File: src/rtl/branch_pkg.sv
//==============================================================================
// Module      : branch_pkg
// Description : Shared op and FSM state encodings for the branch resolver.
// Revision    : 1.0 - initial release
//==============================================================================
`default_nettype none

package branch_pkg;

    localparam logic [1:0] OP_BEQ = 2'b00;
    localparam logic [1:0] OP_BNE = 2'b01;

    typedef enum logic [1:0] {
        S_IDLE = 2'd0,
        S_CALC = 2'd1,
        S_CMP  = 2'd2,
        S_RESP = 2'd3
    } state_t;

endpackage

`default_nettype wire

File: src/rtl/branch_resolve_ctrl_if.sv
//==============================================================================
// Module      : branch_resolve_ctrl_if
// Description : Request/response bundle between a requester and the resolver.
// Revision    : 1.0 - initial release
//==============================================================================
`default_nettype none

interface branch_resolve_ctrl_if #(
    parameter int CNT_W = 16
);
    logic             req_valid;
    logic             req_ready;
    logic [1:0]       req_op;
    logic [31:0]      req_pc4;
    logic [31:0]      req_a;
    logic [31:0]      req_b;
    logic [15:0]      req_offset;
    logic             resp_valid;
    logic             resp_ready;
    logic             resp_taken;
    logic [31:0]      resp_next_pc;
    logic             resp_illegal;
    logic             flush;
    logic [CNT_W-1:0] taken_count;

    modport master (
        output req_valid, req_op, req_pc4, req_a, req_b, req_offset, resp_ready,
        input  req_ready, resp_valid, resp_taken, resp_next_pc, resp_illegal,
               flush, taken_count
    );

    modport slave (
        input  req_valid, req_op, req_pc4, req_a, req_b, req_offset, resp_ready,
        output req_ready, resp_valid, resp_taken, resp_next_pc, resp_illegal,
               flush, taken_count
    );
endinterface

`default_nettype wire

File: src/rtl/branch_target_adder.sv
//==============================================================================
// Module      : branch_target_adder
// Description : Branch target = pc4 + (sign-extended word offset << 2), mod 2^32.
// Revision    : 1.0 - initial release
//==============================================================================
`default_nettype none

module branch_target_adder (
    input  wire logic [31:0] i_pc4,
    input  wire logic [15:0] i_offset,
    output logic      [31:0] o_target
);

    logic [31:0] w_byte_offset;

    assign w_byte_offset = {{14{i_offset[15]}}, i_offset, 2'b00};
    assign o_target      = i_pc4 + w_byte_offset;

endmodule

`default_nettype wire

File: src/rtl/branch_resolve_ctrl.sv
//==============================================================================
// Module      : branch_resolve_ctrl
// Description : Multi-cycle BEQ/BNE resolver with flush pulse and taken counter.
//               Define BRANCH_BNE_EN to resolve op 01 as BNE (else reserved).
// Revision    : 1.0 - initial release
//==============================================================================
`default_nettype none

module branch_resolve_ctrl
    import branch_pkg::*;
#(
    parameter int CNT_W = 16
) (
    input  wire logic            clk,
    input  wire logic            rst,
    branch_resolve_ctrl_if.slave bus
);

    state_t           r_state;
    state_t           w_state_nxt;
    logic [1:0]       r_op;
    logic [31:0]      r_pc4;
    logic [31:0]      r_a;
    logic [31:0]      r_b;
    logic [15:0]      r_offset;
    logic [31:0]      r_target;
    logic             r_taken;
    logic [31:0]      r_next_pc;
    logic             r_illegal;
    logic             r_flush;
    logic [CNT_W-1:0] r_count;
    logic [31:0]      w_target;
    logic             w_zero;
    logic             w_legal;
    logic             w_taken;
    logic             w_req_ready;
    logic             w_resp_valid;

    branch_target_adder u_target_adder (
        .i_pc4    (r_pc4),
        .i_offset (r_offset),
        .o_target (w_target)
    );

    always_comb begin
        w_zero = (r_a == r_b);
`ifdef BRANCH_BNE_EN
        w_legal = (r_op == OP_BEQ) || (r_op == OP_BNE);
`else
        w_legal = (r_op == OP_BEQ);
`endif
        w_taken = w_legal && ((r_op == OP_BEQ) ? w_zero : !w_zero);
    end

    always_ff @(posedge clk or posedge rst) begin
        if (rst) begin
            r_state <= S_IDLE;
        end else begin
            r_state <= w_state_nxt;
        end
    end

    always_comb begin
        w_state_nxt  = r_state;
        w_req_ready  = 1'b0;
        w_resp_valid = 1'b0;
        case (r_state)
            S_IDLE: begin
                w_req_ready = 1'b1;
                if (bus.req_valid) w_state_nxt = S_CALC;
            end
            S_CALC: w_state_nxt = S_CMP;
            S_CMP:  w_state_nxt = S_RESP;
            S_RESP: begin
                w_resp_valid = 1'b1;
                if (bus.resp_ready) w_state_nxt = S_IDLE;
            end
            default: w_state_nxt = S_IDLE;
        endcase
    end

    // Response fields only change on the CMP->RESP step, so they hold afterwards.
    always_ff @(posedge clk or posedge rst) begin
        if (rst) begin
            r_op      <= 2'b00;
            r_pc4     <= 32'd0;
            r_a       <= 32'd0;
            r_b       <= 32'd0;
            r_offset  <= 16'd0;
            r_target  <= 32'd0;
            r_taken   <= 1'b0;
            r_next_pc <= 32'd0;
            r_illegal <= 1'b0;
            r_flush   <= 1'b0;
            r_count   <= '0;
        end else begin
            r_flush <= (r_state == S_CMP) && w_taken;
            case (r_state)
                S_IDLE: begin
                    if (bus.req_valid) begin
                        r_op     <= bus.req_op;
                        r_pc4    <= bus.req_pc4;
                        r_a      <= bus.req_a;
                        r_b      <= bus.req_b;
                        r_offset <= bus.req_offset;
                    end
                end
                S_CALC: r_target <= w_target;
                S_CMP: begin
                    r_taken   <= w_taken;
                    r_illegal <= !w_legal;
                    r_next_pc <= w_taken ? r_target : r_pc4;
                    if (w_taken && (r_count != {CNT_W{1'b1}})) begin
                        r_count <= r_count + {{(CNT_W-1){1'b0}}, 1'b1};
                    end
                end
                default: ;
            endcase
        end
    end

    assign bus.req_ready    = w_req_ready;
    assign bus.resp_valid   = w_resp_valid;
    assign bus.resp_taken   = r_taken;
    assign bus.resp_next_pc = r_next_pc;
    assign bus.resp_illegal = r_illegal;
    assign bus.flush        = r_flush;
    assign bus.taken_count  = r_count;

endmodule

`default_nettype wire

File: src/flat_wrapper.sv
// flat-port wrapper written by rule: the top's interface ports become plain ports
module branch_resolve_ctrl_flat import branch_pkg::*;
#(
    parameter int CNT_W = 16
)
  (clk, rst, bus_req_valid, bus_req_op, bus_req_pc4, bus_req_a, bus_req_b, bus_req_offset, bus_resp_ready, bus_req_ready, bus_resp_valid, bus_resp_taken, bus_resp_next_pc, bus_resp_illegal, bus_flush, bus_taken_count);
  branch_resolve_ctrl_if #(.CNT_W(CNT_W)) bus_i ();
  input  wire logic clk;
  input  wire logic rst;
  input wire logic [$bits(bus_i.req_valid)-1:0] bus_req_valid;
  input wire logic [$bits(bus_i.req_op)-1:0] bus_req_op;
  input wire logic [$bits(bus_i.req_pc4)-1:0] bus_req_pc4;
  input wire logic [$bits(bus_i.req_a)-1:0] bus_req_a;
  input wire logic [$bits(bus_i.req_b)-1:0] bus_req_b;
  input wire logic [$bits(bus_i.req_offset)-1:0] bus_req_offset;
  input wire logic [$bits(bus_i.resp_ready)-1:0] bus_resp_ready;
  output wire logic [$bits(bus_i.req_ready)-1:0] bus_req_ready;
  output wire logic [$bits(bus_i.resp_valid)-1:0] bus_resp_valid;
  output wire logic [$bits(bus_i.resp_taken)-1:0] bus_resp_taken;
  output wire logic [$bits(bus_i.resp_next_pc)-1:0] bus_resp_next_pc;
  output wire logic [$bits(bus_i.resp_illegal)-1:0] bus_resp_illegal;
  output wire logic [$bits(bus_i.flush)-1:0] bus_flush;
  output wire logic [$bits(bus_i.taken_count)-1:0] bus_taken_count;
  assign bus_i.req_valid = bus_req_valid;
  assign bus_i.req_op = bus_req_op;
  assign bus_i.req_pc4 = bus_req_pc4;
  assign bus_i.req_a = bus_req_a;
  assign bus_i.req_b = bus_req_b;
  assign bus_i.req_offset = bus_req_offset;
  assign bus_i.resp_ready = bus_resp_ready;
  assign bus_req_ready = bus_i.req_ready;
  assign bus_resp_valid = bus_i.resp_valid;
  assign bus_resp_taken = bus_i.resp_taken;
  assign bus_resp_next_pc = bus_i.resp_next_pc;
  assign bus_resp_illegal = bus_i.resp_illegal;
  assign bus_flush = bus_i.flush;
  assign bus_taken_count = bus_i.taken_count;
  branch_resolve_ctrl #(.CNT_W(CNT_W)) u_core (.clk(clk), .rst(rst), .bus(bus_i));
endmodule
File: config.mk
export PLATFORM = sky130hd
export DESIGN_NAME = branch_resolve_ctrl_flat
export DESIGN_NICKNAME = d
export VERILOG_FILES = /design/src/rtl/branch_pkg.sv /design/src/rtl/branch_resolve_ctrl_if.sv /design/src/rtl/branch_target_adder.sv /design/src/rtl/branch_resolve_ctrl.sv /design/src/flat_wrapper.sv
export SDC_FILE = /design/constraint.sdc
export NUM_CORES = 1
export LEC_CHECK = 0
export CORE_MARGIN = 8
export CORE_UTILIZATION = 45
export DETAILED_ROUTE_END_ITERATION = 16
export PLACE_DENSITY = 0.73
export SLEW_MARGIN = 20
export SYNTH_ARGS = -nofsm -noshare
export SYNTH_HDL_FRONTEND = slang
export SYNTH_SLANG_ARGS = --single-unit
export TNS_END_PERCENT = 50
File: constraint.sdc
create_clock -name clk -period 7.3 [get_ports clk]
set_input_delay 1.46 -clock clk [delete_from_list [all_inputs] [get_ports clk]]
set_output_delay 1.46 -clock clk [all_outputs]
set_load 0.05 [all_outputs]
==> impl_results.md <==
- Status: finished clean
- RSZ-0062 raised after global routing: false
- Count of synthesis-stage warnings from yosys: 0
- Clk_lat worst skew: 0.44 ns
- Worst setup endpoint: bus_req_ready
- R2r setup slk: 4.36 ns
- Clock Sinks: 199
- CTS tree: built
- Die Ht: 163 microns
- Top-area cell type share of the netlist area: 0.513
- HPWL after DPL: 15.7 mm
- H-tree levels: 4
- Port Buf Inserts: 170
- Critical path fanouts, max: 4
- Register bit total from synthesis: 199
- Vias per cell: 5.24
- Async SR Flop Fraction: 1.00
- WL per Instance: 16.9 microns
- Netlist cell types: 48
- Reg area: 4980 sq um
- Final setup viols: 0
- Crit-path max cell delay: 0.86 ns
- Leak: 5.22 nW
- Critical setup path kind: register to primary output
- Most frequent cell after synthesis: dfrtp_1
- GRT Residual Overflow: 0
- Clock Skews: 0.0144 ns
- TritonRoute pass-1 iters: 5
- Mapped Area: 9700 sq um
- Synth area leaders: dfrtp_1 51%, mux2_2 16%, ha_1 4.4%, a21oi_1 3.6%, xor2_1 3.6%
- Worst hold path type: register to register
- Post-synthesis sequential area ratio: 0.513
- GRT Util Overall: 0.165
- Reg-to-Reg Start: u_core.r_a[21]
- Pin count of the biggest net entering global routing: 143
- Fmax achieved: 0.280 GHz
- Setup tns final: 0 ns
- Multi-input logic area: 4540 sq um
- Largest area contributor in the netlist: dfrtp_1
- Startpoint types: register
- CP Data Arrival Time: 2.11 ns
- DRC viols: 0
- Fraction of layout cells with a size suffix above 1: 0.185
- FP Rows: 53
- Syn_nets: 980
- Crit-path cells: inv_1 > ha_1 > clkdlybuf4s50_1
- Fin util: 0.585
- Syn avg cell area: 11.7 sq um
- Min cycle time layout: 3.57 ns
- RD Place Congestion: 0.849
- Drt initial violations: 312
- Crit. End Element: primary output
- Critical Path RT: 5.84 ns
- CP Launch Point: u_core.r_state[1]
- Root Buffer: clkbuf_16
- Final Cycle Share: 0.489
- Clock slew at reported path FFs: 0.08 ns
- Post-synth EDFFs: 0
- Net count, final: 1,142
- Hold buffers post-CTS: 0
- Post-synth top cells: 199 x dfrtp_1, 137 x mux2_2, 70 x a21oi_1, 53 x nor2_1, 50 x nand2_1
- Area of the core: 21,100 sq um
- Chip width: 163 microns
- Reg-to-Reg End: u_core.bus.taken_count[1]
- Power Density: 493 nW/um^2
- CTS Buffer Depth: 2
- Synth Instances: 827
- Max-slew violation count: 0
- Max cap viols: 0
- Final hold vios: 0
- Initial antenna violation count: 3
- Slowest CP cell: clkdlybuf4s50_1
- Slew HR: 0.481
- Maximum VDD drop: 0.000218 V
- Ports: 171
- Initial Util: 0.460
- Post-cts resize count: 0
- Worst-case reg-to-reg path depth: 7
- Final ANT Viol Nets: 0
- Vias in the first global route: 7,112
- Main flop type after synthesis: dfrtp_1
- Worst Max-Slew Pin Slew: 0.778 ns
- Synth-to-Final Area Change: 27.1%
- Final instance area: 12,300 sq um
- Cell area after placement: 11,700 sq um
- First-pass GRT wire length: 35.5 mm
- Die ar.: 26,500 sq um
- Via count: 6,703
- Final WL: 21.6 mm
- WHS: 0.486 ns
- Setup bufs post-CTS: 0
- Filler cells: 1,802
- Cts bufs inserted: 17
## state kept, by name, summed over array words and instances, names as in the netlist
signal and cells:
u_core.bus.resp_next_pc 32, u_core.r_a 32, u_core.r_b 32, u_core.r_pc4 32, u_core.r_target 32, u_core.bus.taken_count 16, u_core.r_offset 16, u_core.r_op 2
u_core.r_state 2, u_core.bus.flush 1, u_core.bus.resp_illegal 1, u_core.bus.resp_taken 1
## metal layers
| metal | track usage | routed length [microns] | share of wire | vias up |
|---|---|---|---|---|
| met5 | 0 | 13 | 0.00060 | - |
| met4 | 0.0530 | 265 | 0.012 | 2 |
| met3 | 0.0351 | 989 | 0.046 | 20 |
| li1 | - | - | - | 3262 |
| met1 | 0.214 | 9710 | 0.45 | 3262 |
| met2 | 0.270 | 10600 | 0.49 | 157 |
## kinds of logic after synthesis
family	after synthesis	share of synthesized area
AO/OA/AOI/OAI	140	0.0880
XOR/XNOR	68	0.0614
adder cells (fa/ha/maj)	35	0.0459
buffers and inverters	52	0.0209
flip-flops	199	0.513
multiplexers	169	0.192
AND/OR/NAND/NOR	164	0.0785
## stage by stage
stage          setup slack (ns)  cells  total power [mW]
2_1_floorplan             0.414    827              4.32
3_3_place_gp               3.47   1244              5.03
3_5_place_dp               3.46   1244              5.10
4_1_cts                    3.71   1276              6.11
5_1_grt                    3.64   1279              6.54
6_report                   3.73   1279              6.08
## worst max-delay path: cells and delay by family (launching register included)
kind,cells,cell delay (ns)
adders and majority gates,1,0.30
buffers and inverters,2,0.97
DFF,1,0.41
## how the worst min path moves through the flow
stage                                     from                    endpoint  slack, ns  depth (start not counted)
floorplan                  u_core.r_target[22]         u_core.r_target[22]       0.45                          2
CTS                 u_core.bus.taken_count[12]  u_core.bus.taken_count[12]       0.50                          1
detailed placement   u_core.bus.taken_count[8]   u_core.bus.taken_count[8]       0.48                          1
global placement            u_core.r_target[3]          u_core.r_target[3]       0.47                          2
global route        u_core.bus.taken_count[12]  u_core.bus.taken_count[12]       0.51                          1
finish              u_core.bus.taken_count[12]  u_core.bus.taken_count[12]       0.49                          1
## layout by cell type (no fill, tap or decap), drive strengths merged, types with 3 or more instances in the layout
cell type	synthesis	routed
xor2	40	40
nand2	50	50
o311ai	3	3
ha	34	34
nor4	7	7
and3	12	12
a211oi	3	3
o21ai	23	23
o211ai	3	3
o21bai	4	4
a211o	6	6
xnor2	28	28
nor2	53	53
nand4	13	13
buf	9	6
nor2b	6	6
a21oi	70	70
mux2i	32	32
dfrtp	199	199
clkdlybuf4s50	0	170
inv	19	27
nand3	9	9
a21o	7	7
o21a	4	4
nor3	5	5
clkinv	0	6
a31oi	3	3
clkbuf	24	17
mux2	137	137
## report_power, final
part | switching [mW] | total, mW | internal [mW]
Sequential | 0.343 | 1.97 | 1.63
Combinational | 1.71 | 3.13 | 1.41
Clock | 0.475 | 0.977 | 0.502
## cell type report
class | count | area share
antenna | 2 | 0.000406
clock buffer | 17 | 0.0345
clock inverter | 15 | 0.0162
inverter | 19 | 0.00639
multi-input combinational | 576 | 0.368
sequential | 199 | 0.404
tap | 275 | 0.0279
timing repair buffer | 176 | 0.143
Power figures use the tool's default switching activity.
